File: config.mk
export PLATFORM = sky130hd
export DESIGN_NAME = instr_encode_loader
export DESIGN_NICKNAME = d
export VERILOG_FILES = /design/src/rtl/instr_encode_loader.sv
export SDC_FILE = /design/constraint.sdc
export NUM_CORES = 1
export LEC_CHECK = 0
export BUFFER_PORTS_ARGS = -buffer_cell sky130_fd_sc_hd__buf_2
export CAP_MARGIN = 20
export CORE_AREA = 3 3 65 113
export CTS_CLUSTER_DIAMETER = 100
export DETAILED_ROUTE_END_ITERATION = 10
export DIE_AREA = 0 0 68 116
export PLACE_DENSITY = 0.8
export SYNTH_ARGS = -nofsm -noshare
export SYNTH_HDL_FRONTEND = slang
export SYNTH_SLANG_ARGS = --single-unit
File: constraint.sdc
create_clock -name clk -period 2.1 [get_ports clk]
set_input_delay 0.42 -clock clk [delete_from_list [all_inputs] [get_ports clk]]
set_output_delay 0.42 -clock clk [all_outputs]
set_load 0.02 [all_outputs]
File: src/rtl/instr_encode_loader.sv
// instr_encode_loader: packs decoded MIPS fields back into 32-bit words and
// streams them into instruction memory until a HALT word is written or the
// memory fills up. Fed by the debug unit over a valid/ready handshake.
module instr_encode_loader #(
    parameter int          ADDR_W      = 8,
    parameter logic [5:0]  HALT_OPCODE = 6'b111111
) (
    input  logic              clk,
    input  logic              rst_n,
    input  logic              clear,
    input  logic              in_valid,
    output logic              in_ready,
    input  logic [1:0]        fmt,
    input  logic [5:0]        opcode,
    input  logic [4:0]        rs,
    input  logic [4:0]        rt,
    input  logic [4:0]        rd,
    input  logic [4:0]        shamt,
    input  logic [5:0]        funct,
    input  logic [15:0]       immediate,
    input  logic [25:0]       address,
    input  logic [31:0]       raw,
    output logic              mem_we,
    output logic [ADDR_W-1:0] mem_addr,
    output logic [31:0]       mem_wdata,
    output logic [ADDR_W:0]   word_count,
    output logic              done,
    output logic              overflow
);

    typedef enum logic {
        ST_LOAD = 1'b0,
        ST_DONE = 1'b1
    } state_t;

    // Count value reached when every memory slot holds a word.
    localparam logic [ADDR_W:0] FULL_CNT = {1'b1, {ADDR_W{1'b0}}};

    state_t              state_q, state_d;
    logic                mem_we_q, mem_we_d;
    logic [ADDR_W-1:0]   mem_addr_q, mem_addr_d;
    logic [31:0]         mem_wdata_q, mem_wdata_d;
    logic [ADDR_W:0]     word_count_q, word_count_d;
    logic                done_q, done_d;
    logic                overflow_q, overflow_d;

    logic                accept;
    logic [31:0]         enc_word;
    logic                is_halt;
    logic                is_full;

    function automatic logic [31:0] encode(
        input logic [1:0]  f,
        input logic [5:0]  op,
        input logic [4:0]  r_s,
        input logic [4:0]  r_t,
        input logic [4:0]  r_d,
        input logic [4:0]  sh,
        input logic [5:0]  fn,
        input logic [15:0] imm,
        input logic [25:0] adr,
        input logic [31:0] rw
    );
        logic [31:0] w;
        case (f)
            2'b00:   w = {op, r_s, r_t, r_d, sh, fn};
            2'b01:   w = {op, r_s, r_t, imm};
            2'b10:   w = {op, adr};
            default: w = rw;
        endcase
        return w;
    endfunction

    // Handshake and word encoding; HALT is judged on the final encoded word.
    always_comb begin
        in_ready = (state_q == ST_LOAD) && !clear;
        accept   = in_valid && in_ready;
        enc_word = encode(fmt, opcode, rs, rt, rd, shamt, funct,
                          immediate, address, raw);
        is_halt  = (enc_word[31:26] == HALT_OPCODE);
        is_full  = ((word_count_q + 1'b1) == FULL_CNT);
    end

    // Next-state: clear restarts the session, otherwise an accept writes a word.
    always_comb begin
        state_d      = state_q;
        mem_we_d     = 1'b0;
        mem_addr_d   = mem_addr_q;
        mem_wdata_d  = mem_wdata_q;
        word_count_d = word_count_q;
        done_d       = done_q;
        overflow_d   = overflow_q;
        if (clear) begin
            state_d      = ST_LOAD;
            word_count_d = '0;
            done_d       = 1'b0;
            overflow_d   = 1'b0;
        end else if (accept) begin
            mem_we_d     = 1'b1;
            mem_addr_d   = word_count_q[ADDR_W-1:0];
            mem_wdata_d  = enc_word;
            word_count_d = word_count_q + 1'b1;
            if (is_halt || is_full) begin
                state_d = ST_DONE;
                done_d  = 1'b1;
            end
            if (is_full && !is_halt) begin
                overflow_d = 1'b1;
            end
        end
    end

    // State and registered outputs; reset aborts any pending write.
    always_ff @(posedge clk or negedge rst_n) begin
        if (!rst_n) begin
            state_q      <= ST_LOAD;
            mem_we_q     <= 1'b0;
            mem_addr_q   <= '0;
            mem_wdata_q  <= '0;
            word_count_q <= '0;
            done_q       <= 1'b0;
            overflow_q   <= 1'b0;
        end else begin
            state_q      <= state_d;
            mem_we_q     <= mem_we_d;
            mem_addr_q   <= mem_addr_d;
            mem_wdata_q  <= mem_wdata_d;
            word_count_q <= word_count_d;
            done_q       <= done_d;
            overflow_q   <= overflow_d;
        end
    end

    assign mem_we     = mem_we_q;
    assign mem_addr   = mem_addr_q;
    assign mem_wdata  = mem_wdata_q;
    assign word_count = word_count_q;
    assign done       = done_q;
    assign overflow   = overflow_q;

endmodule

==> summary.md <==
| Metric | Value |
|---|---|
| Row count | `39` |
| Vias in the first global route | `2811` |
| Synth Cell Area | `~3000 sq um` |
| Routed WL | `8440 um` |
| Drt wl/cell | `15.6 um` |
| Fraction of registers with async set/reset | `100%` |
| Maximum vdd drop | `429 uV` |
| Worst path most repeated cell | `o32ai_2` |
| Total grt overflow | `0` |
| Worst Path Max Fanout | `9` |
| DRT iter0 DRCs | `150` |
| Reg area | `around 1300 sq um` |
| Clock skew | `around 0.0038 ns` |
| P_int | `between 1.5 and 2 mW` |
| Crit share post-route | `between 80 and 90%` |
| CTS Buf Count | `5` |
| Final TNS setup | `0 ns` |
| Sink Count | `52` |
| P_sw | `0.793 mW` |
| Number of top-level pins | `about 170` |
| Multi-input logic area | `about 1500 sq um` |
| Delay-heaviest family, CP | `flip-flops` |
| Worst slack, placed | `between 0.3 and 0.4 ns` |
| Fin. max-slew vios | `0` |
| HP Class | `in2async` |
| RR Endpoint | `overflow$_DFFE_PN0P_` |
| Headroom to the max-slew limit | `between 60% and 70%` |
| Sequential share of power | `roughly 43%` |
| Width of the chip | `68 um` |
| Setup crit end kind | `register` |
| CTS root buffer | `clkbuf_16` |
| CTS Hold Bufs | `0` |
| Pin count of the biggest net entering global routing | `30` |
| Worst Path Class, Setup | `reg2reg` |
| R2r worst-path depth | `5` |
| Height of the chip | `roughly 120 um` |
| Worst-path cell chain | `ha_1, nand2_1, nor3_1, o32ai_2, o32ai_2` |
| Status | `finished, final reports clean` |
| Setup ws final | `~0.24 ns` |
| Final Hold Fails | `0` |
| Unique masters post-synth | `39` |
| Reg2Reg Setup Slack | `roughly 0.24 ns` |
| Die ar. | `7890 sq um` |
| Mean Syn Cell Area | `9.76 sq um` |
| Clock group share of total power | `roughly a third` |
| WP data arrival | `around 2.1 ns` |
| Synth warn | `0` |
| Layout area overhead | `36.0%` |
| Clk buf depth | `2` |
| Setup violations, final | `0` |
| First-pass GRT wire length | `between 10000 and 15000 um` |
| Logic gate share of total power | `roughly a quarter` |
| F_max | `0.538 GHz` |
| Least-Margin Pin Slew | `between 0.5 and 0.6 ns` |
| Worst r2r src | `word_count[0]$_DFFE_PN0P_` |
| Sequential share of the synthesized area | `~45%` |
| Worst-path clk slew | `approximately 0.07 ns` |
| Buf/Inv on CP | `0` |
| CP Launch Type | `register` |
| Post-CTS sizing | `0` |
| Min Tclk post-route | `approximately 1.9 ns` |
| P per Cell Area | `between 600 and 700 nW/um^2` |
| Routability Congestion | `just over 0.8` |
| Nets@finish | `between 500 and 600` |
| Yosys reg bits | `52` |
| Pre-antenna DRT Iters | `5` |
| Starting density of the core | `between 40% and 50%` |
| Syn_nets | `413` |
| GRT Overall Usage | `a little over a fifth` |
| Number of enable flip-flop cells after synthesis | `0` |
| Vias per cell | `roughly 5.2` |
| Switching share of power | `between 20% and 30%` |
| Slowest cell on the critical path | `dfrtp_1` |
| Clk_lat worst skew | `about 0.29 ns` |
| Fillers | `624` |
| # port buffers | `between 150 and 200` |
| Unrepaired setup endpoints after global routing | `no` |
| Final antenna-violating net count | `0` |
| Initial antenna violation count | `0` |
| Most common flop cell mapped by yosys | `dfrtp_1` |
| Share of layout cells above drive strength 1 | `between 40 and 50%` |
| Post-Synthesis Cells | `roughly 300` |
| Dpl hpwl | `6860 um` |
| Post-CTS setup buffer count | `0` |
| H-tree Lvls | `2` |
| Data required, critical path | `roughly 2.3 ns` |
| CTS tree | `built` |
| Antenna cells | `0` |
| Core area | `approximately 6500 sq um` |
| Max-cap violation count | `0` |
| Drt drc | `0` |
| Via count | `about 2800` |
| Leakage | `approximately 2.1 nW` |
| Peak per-stage delay on the critical path | `0.56 ns` |
[cells by family after synthesis]
kind of cell / Yosys count / synth area share (%)
and+or+nand+nor: 143 / 22.0
DFF: 52 / 44.6
AOI/OAI and AO/OA: 38 / 7.93
muxes: 32 / 17.8
buffers and inverters: 24 / 4.33
xor gates and xnor gates: 8 / 2.40
adders and majority gates: 2 / 0.857
[cell type report]
cell class | instances | area share (%)
Timing Repair Buffer | 172 | 22.5
Clock inverter | 2 | 0.883
Inverter | 4 | 0.378
Sequential cell | 52 | 32.8
Clock buffer | 6 | 3.25
Multi-Input combinational cell | 223 | 37.6
Tap cell | 82 | 2.59
[power by group through the flow]
stage          combinational, mW  sequential, mW  clock (mW)
3_5_place_dp               0.665            1.19           0
6_report                   0.657            1.17       0.905
4_1_cts                    0.664            1.17       0.926
5_1_grt                    0.718            1.19       0.953
3_3_place_gp               0.649            1.18           0
2_1_floorplan              0.231            1.32           0
[how the worst max path moves through the flow]
stage / end / depth (start not counted) / from / slack [ns]
6_report: overflow$_DFFE_PN0P_ / 5 / word_count[0]$_DFFE_PN0P_ / 0.24
3_3_place_gp: done$_DFFE_PN0P_ / 5 / word_count[0]$_DFFE_PN0P_ / 0.42
3_5_place_dp: done$_DFFE_PN0P_ / 5 / word_count[0]$_DFFE_PN0P_ / 0.32
5_1_grt: overflow$_DFFE_PN0P_ / 5 / word_count[0]$_DFFE_PN0P_ / 0.11
4_1_cts: overflow$_DFFE_PN0P_ / 5 / word_count[0]$_DFFE_PN0P_ / 0.25
2_1_floorplan: done$_DFFE_PN0P_ / 5 / word_count[0]$_DFFE_PN0P_ / 0.36
[stage by stage]
stage | std cells | cell area (sq um) | hold WS [ns] | power [mW] | utilization, %
after detailed placement | 533 | 3800 | 0.449 | 1.86 | 58.2
after global placement | 533 | 3800 | 0.429 | 1.83 | 58.2
after CTS | 541 | 3970 | 0.135 | 2.76 | 60.7
after global routing | 541 | 3970 | 0.153 | 2.86 | 60.7
after floorplan | 299 | 2920 | 0.124 | 1.55 | -
final | 541 | 3970 | 0.115 | 2.73 | 60.7
[worst register-to-register path: stages, from the launching register on]
cell and delay, ns:
dfrtp_1 0.56, ha_1 0.32, nand2_1 0.17, nor3_1 0.29
o32ai_2 0.15, o32ai_2 0.28
[sequential cells by signal, indices dropped and copies added (netlist names)]
name and count:
overflow 1, mem_we 1, mem_addr 8, word_count 9
done 1, mem_wdata 32
[synth_stat cells (2+ instances only)]
| cell | count | area share, % |
|---|---|---|
| buf_1 | 5 | 0.64 |
| dfrtp_1 | 52 | 45 |
| nor2_1 | 8 | 1.0 |
| clkbuf_1 | 3 | 0.39 |
| o21ai_0 | 28 | 4.8 |
| xnor2_1 | 5 | 1.5 |
| mux2i_1 | 16 | 5.5 |
| nor4_1 | 3 | 0.64 |
| nand4_1 | 3 | 0.64 |
| o32ai_2 | 2 | 1.1 |
| a21oi_1 | 2 | 0.34 |
| mux4_2 | 16 | 12 |
| nand2_1 | 108 | 14 |
| buf_6 | 3 | 1.2 |
| nor3_1 | 6 | 1.0 |
| nand3_1 | 2 | 0.34 |
| buf_2 | 8 | 1.4 |
| ha_1 | 2 | 0.86 |
| xor2_1 | 3 | 0.90 |
| inv_1 | 4 | 0.51 |
| nor2b_1 | 2 | 0.43 |
[layout by cell type (no fill, tap or decap), drive strengths merged, types with 2 or more instances in the layout]
cell    instances
o21ai          29
clkbuf          6
xnor2           5
mux2i          16
nand2         109
a21oi           2
ha              2
nor3            6
nor4            5
mux4           16
nor2            8
nand3           3
xor2            3
nor2b           2
buf           172
o32ai           2
inv             4
or3             2
dfrtp          52
nand4           4
[routing by layer]
layer,routed length [um],vias to the layer above,global-route usage [%]
met5,0,-,0
met4,172,0,8.50
met3,534,14,3.59
met1,2930,1303,23.7
met2,4800,137,40.6
li1,-,1345,-
(Power assumes the default switching activity.)
